==> config.mk <==
export PLATFORM = sky130hd
export DESIGN_NAME = sec_tick_ctrl
export DESIGN_NICKNAME = d
export VERILOG_FILES = /design/src/rtl/tick_pkg.sv /design/src/rtl/key_debounce.sv /design/src/rtl/sec_tick_ctrl.sv
export SDC_FILE = /design/constraint.sdc
export NUM_CORES = 1
export LEC_CHECK = 0
export BUFFER_PORTS_ARGS = -buffer_cell sky130_fd_sc_hd__buf_2
export CAP_MARGIN = 20
export CORE_ASPECT_RATIO = 1.2
export CORE_MARGIN = 2
export CORE_UTILIZATION = 35
export CTS_CLUSTER_DIAMETER = 50
export DETAILED_ROUTE_END_ITERATION = 16
export GPL_TIMING_DRIVEN = 0
export PLACE_DENSITY = 0.56
export SYNTH_ARGS = -nofsm -noshare
export SYNTH_HDL_FRONTEND = slang
export SYNTH_SLANG_ARGS = --single-unit
==> constraint.sdc <==
create_clock -name Clock -period 1.9 [get_ports Clock]
set_input_delay 0.095 -clock Clock [delete_from_list [all_inputs] [get_ports Clock]]
set_output_delay 0.095 -clock Clock [all_outputs]
set_load 0.02 [all_outputs]
==> src/rtl/tick_pkg.sv <==
// Shared types and default constants for the seconds-tick controller.
package tick_pkg;

    typedef enum logic [1:0] {
        IDLE  = 2'd0,
        RUN   = 2'd1,
        PAUSE = 2'd2
    } state_t;

    localparam int DEFAULT_CLK_HZ          = 50_000_000;
    localparam int DEFAULT_TICK_HZ         = 1;
    localparam int DEFAULT_DEBOUNCE_CYCLES = 1_000_000;

endpackage

==> src/rtl/key_debounce.sv <==
// Pushbutton front end: 2-flop synchronizer, debounce filter and press event.
// The debounce filter exists only when SEC_TICK_DEBOUNCE_EN is defined.
module key_debounce
    import tick_pkg::*;
#(
    parameter int DEBOUNCE_CYCLES = DEFAULT_DEBOUNCE_CYCLES
) (
    input  logic i_clk,
    input  logic i_rst,
    input  logic i_key_n,
    output logic o_press
);

    if (DEBOUNCE_CYCLES < 1) begin : g_bad_debounce
        $error("key_debounce: DEBOUNCE_CYCLES must be at least 1");
    end

    logic r_sync1;
    logic r_sync2;
    logic r_level_q;
    logic r_press;
    logic w_level;

    // Released key is 1, so every flop resets to the idle level and no event fires on exit.
    always_ff @(posedge i_clk or posedge i_rst) begin
        if (i_rst) begin
            r_sync1   <= 1'b1;
            r_sync2   <= 1'b1;
            r_level_q <= 1'b1;
            r_press   <= 1'b0;
        end else begin
            // NOTE: non-blocking assignments make each flop sample its predecessor's old value.
            r_sync1   <= i_key_n;
            r_sync2   <= r_sync1;
            r_level_q <= w_level;
            r_press   <= r_level_q & ~w_level;
        end
    end

`ifdef SEC_TICK_DEBOUNCE_EN
    localparam int CW = $clog2(DEBOUNCE_CYCLES + 1);

    logic [CW-1:0] r_db_cnt;
    logic          r_level;

    // Any sample that agrees with the accepted level restarts the stability count.
    always_ff @(posedge i_clk or posedge i_rst) begin
        if (i_rst) begin
            r_db_cnt <= '0;
            r_level  <= 1'b1;
        end else if (r_sync2 != r_level) begin
            if (r_db_cnt == CW'(DEBOUNCE_CYCLES - 1)) begin
                r_level  <= r_sync2;
                r_db_cnt <= '0;
            end else begin
                r_db_cnt <= r_db_cnt + CW'(1);
            end
        end else begin
            r_db_cnt <= '0;
        end
    end

    assign w_level = r_level;
`else
    assign w_level = r_sync2;
`endif

    assign o_press = r_press;

endmodule

==> src/rtl/sec_tick_ctrl.sv <==
// Start/pause/halt controller producing a one-cycle Enable strobe at TICK_HZ.
// Define SEC_TICK_DEBOUNCE_EN to build the key debounce filter.
module sec_tick_ctrl
    import tick_pkg::*;
#(
    parameter int CLK_HZ          = DEFAULT_CLK_HZ,
    parameter int TICK_HZ         = DEFAULT_TICK_HZ,
    parameter int DEBOUNCE_CYCLES = DEFAULT_DEBOUNCE_CYCLES
) (
    input  logic Clock,
    input  logic Reset,
    input  logic KeyN,
    input  logic Halt,
    output logic Enable,
    output logic Running
);

    localparam int            DIV        = CLK_HZ / TICK_HZ;
    localparam int            PW         = $clog2(DIV);
    localparam logic [PW-1:0] PRESC_LAST = PW'(DIV - 1);

    if (DIV < 2) begin : g_bad_div
        $error("sec_tick_ctrl: CLK_HZ / TICK_HZ must be at least 2");
    end

    state_t        r_state;
    state_t        w_next;
    logic [PW-1:0] r_presc;
    logic          r_enable;
    logic          w_press;

    key_debounce #(
        .DEBOUNCE_CYCLES(DEBOUNCE_CYCLES)
    ) u_key (
        .i_clk  (Clock),
        .i_rst  (Reset),
        .i_key_n(KeyN),
        .o_press(w_press)
    );

    always_ff @(posedge Clock or posedge Reset) begin
        if (Reset) begin
            r_state <= IDLE;
        end else begin
            r_state <= w_next;
        end
    end

    // Halt outranks a coincident press event.
    always_comb begin
        // NOTE: default first so every path assigns w_next and no latch is inferred.
        w_next = r_state;
        if (Halt) begin
            w_next = IDLE;
        end else if (w_press) begin
            case (r_state)
                IDLE:    w_next = RUN;
                RUN:     w_next = PAUSE;
                PAUSE:   w_next = RUN;
                default: w_next = IDLE;
            endcase
        end
    end

    // Held at zero in IDLE so entering RUN always starts a full period; frozen in PAUSE.
    always_ff @(posedge Clock or posedge Reset) begin
        if (Reset) begin
            r_presc <= '0;
        end else if (Halt || (r_state == IDLE)) begin
            r_presc <= '0;
        end else if (r_state == RUN) begin
            r_presc <= (r_presc == PRESC_LAST) ? '0 : r_presc + PW'(1);
        end
    end

    // The wrap cycle's pulse survives a coincident press but not a coincident Halt.
    always_ff @(posedge Clock or posedge Reset) begin
        if (Reset) begin
            r_enable <= 1'b0;
        end else begin
            r_enable <= !Halt && (r_state == RUN) && (r_presc == PRESC_LAST);
        end
    end

    assign Enable  = r_enable;
    assign Running = (r_state == RUN);

endmodule

==> impl_metrics.py <==
metrics = {
    "setup_path": {
        "required_ns": 2.12,
        "crit_arrival_ns": 2.04,
        "worstSetupPathType": "reg -> reg",
        "cp-end-kind": "flip-flop",
        "crit_chain": "ha_1 -> nor3b_1 -> and4b_2 -> a21o_1 -> buf_6 -> or3_1 -> o21ai_1",
        "cp-start-kind": "flip-flop",
        "slowest_delay_ns": 0.42,
        "worst-path-max-fanout": 10,
        "cp_slowest_cell": "dfrtp_2",
    },
    "floorplan": {
        "initial_core_util_pct": 36.4,
        "die_x_microns": 69.4,
        "coreArea_sq_um": 4940,
        "row_count": 28,
        "io_pins": 6,
        "die_h_microns": 82.5,
        "dieArea_sq_um": 5720,
    },
    "power": {
        "total_power_uw": 1420,
        "vdd_drop_max_v": 0.000362,
        "p_seq_share_pct": 51.1,
        "p_switching_uw": 335,
        "p_per_area_nw_per_um2": 657,
        "pwr-share-clk_pct": 41.9,
        "leakage_uw": 0.000924,
        "p_comb_share_pct": 7.0,
        "p_int_uw": 1080,
        "swShare_pct": 23.7,
    },
    "route": {
        "drc": 0,
        "ant_nets": 0,
        "routed_wl_mm": 4.18,
        "via_per_inst": 5.48,
        "wire_per_inst_microns": 15.5,
        "dr.pass1.iters": 4,
        "drtIter0Drc": 99,
        "vias": 1480,
    },
    "finish": {
        "diodes": 0,
        "fillers": 478,
        "fin_nets": 215,
        "layout-drive-gt1-share_pct": 23.8,
        "areaGrowthSynthToFinish_pct": 20.1,
    },
    "yosys": {
        "synth_edf_count": 0,
        "syn_area_per_cell_sq_um": 9.66,
        "ys_dominant_reg_cell": "dfrtp_1",
        "seq_area_frac_synth_pct": 46.2,
        "syn_area_sq_um": 1800,
        "netlist_instances": 186,
        "synth_cell_types": 45,
        "yosys_warnings": 0,
        "synthArstFlopShare_pct": 100,
        "ys_ff_latch": 33,
        "synth_fp_nets": 192,
    },
    "placement": {
        "hpwlAfterDp_mm": 2.85,
        "pre_cts_ws_ns": -0.217,
        "place_congestion": 0.794,
        "portBuffers": 5,
    },
    "global_routing": {
        "grt_max_degree": 23,
        "track_usage_pct": 16.3,
        "grt_pass1_vias": 1425,
        "grt_pass1_wl_mm": 7.15,
        "grt_overflow": 0,
        "antenna_found_initial": 0,
    },
    "timing": {
        "setup_viol": 0,
        "fin_worst_skew_ns": 0.00717,
        "final.min_clock_period_ns": 1.82,
        "max-slew-margin-rel_pct": 63.3,
        "hold_viol": 0,
        "drv_slew": 0,
        "fin_setup_tns_ns": 0,
        "setup_slack_ns": 0.0754,
        "whs_ns": 0.0240,
        "period_share_pct": 96.0,
        "tightest_slew_ns": 0.549,
        "fmax_mhz": 548,
        "rsz0062_at_grt": "false",
    },
    "clock_tree": {
        "cts_root_buf": "clkbuf_8",
        "numClockSinks": 33,
        "cts_buffers": 5,
        "clk_pin_slew_worst_paths_ns": 0.07,
        "h-tree-depth": 2,
        "cts_buffer_depth": 2,
        "tritoncts": "done",
        "insertion_delay_ns": 0.29,
    },
    "hold_path": {
        "hold_path.class": "in -> reg",
    },
    "run": {
        "cap_viol_max_count": 0,
    },
    "outcome": {
        "outcome": "finished clean",
    },
}
-- routing by layer --
| metal | vias up | share of wire [%] | track usage [%] |
|---|---|---|---|
| met2 | 18 | 50 | 28.9 |
| met5 | - | 0 | 0 |
| met1 | 721 | 46 | 19.6 |
| li1 | 735 | - | - |
| met4 | 0 | 1.6 | 6.47 |
| met3 | 6 | 2.5 | 3.28 |
-- final cells by class --
type,count,area (sq um),area share (%)
timing repair buffer,16,133,6.15
tap,60,75.1,3.48
multi-input combinational,138,932,43.2
clock inverter,1,5.00,0.232
buffer,6,45.0,2.09
inverter,9,33.8,1.57
sequential,33,837,38.8
clock buffer,7,96.3,4.47
-- what timing repair did --
item / in CTS / in global routing
setup buffers: 4 / 4
gates cloned: 0 / 0
hold endpoints to repair: 12 / 0
pin swaps: 1 / 4
setup endpoints to repair: 23 / 8
hold buffers: 2 / 0
gates resized for setup: 3 / 10
-- critical path: cells and delay by family, from the launching register on --
kind	cells	cell delay (ns)
flip-flops	1	0.42
adder cells (fa/ha/maj)	1	0.21
buffers and inverters	1	0.15
AND/OR/NAND/NOR	3	0.72
AO/OA/AOI/OAI	2	0.25
-- sequential cells by signal (all words and copies together) (netlist names) --
name,cells
u_key.r_sync2,1
r_state,2
u_key.r_sync1,1
u_key.r_level_q,1
Enable,1
u_key.o_press,1
r_presc,26
-- cells in the mapped netlist, types with 2 or more instances --
master | number | area share, %
ha_1 | 2 | 1.4
a31oi_1 | 14 | 4.9
buf_4 | 3 | 1.3
o22ai_1 | 2 | 0.70
nand2_1 | 18 | 3.8
inv_1 | 9 | 1.9
a21oi_1 | 14 | 3.9
o211ai_1 | 2 | 0.84
nand4_4 | 2 | 2.4
nor2_1 | 10 | 2.1
nand4_2 | 2 | 1.4
dfrtp_1 | 30 | 42
o21bai_1 | 2 | 0.84
nand2b_1 | 6 | 2.1
nand4_1 | 4 | 1.4
nor2b_1 | 3 | 1.0
dfstp_2 | 3 | 4.4
nor3_4 | 2 | 1.8
nor4_1 | 4 | 1.4
and3_1 | 4 | 1.4
o21ai_0 | 8 | 2.2
a41oi_1 | 2 | 0.98
clkbuf_1 | 2 | 0.42
nand3_1 | 11 | 3.1
nand2_2 | 2 | 0.70
o21a_1 | 2 | 0.84
a22o_1 | 2 | 0.98
nor3_1 | 4 | 1.1
-- path summary, 6_finish.rpt --
check                                        start                      end  slack [ns]  cells past startpoint
setup / recovery            r_presc[0]$_DFFE_PP0P_  r_presc[13]$_DFFE_PP0P_        0.08                      7
hold / removal                                Halt   r_state[0]$_DFFE_PP0P_        0.02                      2
setup reg to reg            r_presc[0]$_DFFE_PP0P_  r_presc[13]$_DFFE_PP0P_        0.08                      7
hold reg to reg            u_key.r_sync1$_DFF_PP1_  u_key.r_sync2$_DFF_PP1_        0.36                      0
max in group asynchronous                    Reset  u_key.r_sync2$_DFF_PP1_        0.92                      4
min in group asynchronous                    Reset         Enable$_DFF_PP0_        0.39                      3
-- power by group through the flow --
stage | Combinational [uW] | Clock [uW] | Sequential [uW]
2_1_floorplan | 56.6 | 0 | 737
3_3_place_gp | 80.8 | 0 | 739
3_5_place_dp | 89.3 | 0 | 739
4_1_cts | 101 | 606 | 724
5_1_grt | 110 | 644 | 726
6_report | 99.7 | 593 | 724
-- layout by cell type (no fill, tap or decap), types with 7 or more instances in the layout --
cell      count
inv_1         9
buf_4        10
nand3_1      11
nand2_1      18
dfrtp_1      24
a31oi_1      14
o21ai_0       7
clkbuf_8      7
nor2_1       10
a21oi_1      14
-- through the flow --
stage          utilization (%)  instances  cell area (sq um)
2_1_floorplan                -        186               1800
3_3_place_gp              38.4        251               1900
3_5_place_dp              39.0        252               1920
4_1_cts                   42.2        266               2090
5_1_grt                   43.7        270               2160
6_report                  43.7        270               2160
-- logic make-up after synthesis --
logic type / count (synthesis) / synth area share [%]
buffers and inverters: 15 / 4.18
AOI/OAI and AO/OA: 54 / 18.9
adders and majority gates: 2 / 1.39
DFF: 33 / 46.2
muxes: 1 / 0.557
and+or+nand+nor: 79 / 27.9
xor gates and xnor gates: 2 / 0.975
Note: power is estimated with default switching activity, not from simulation.
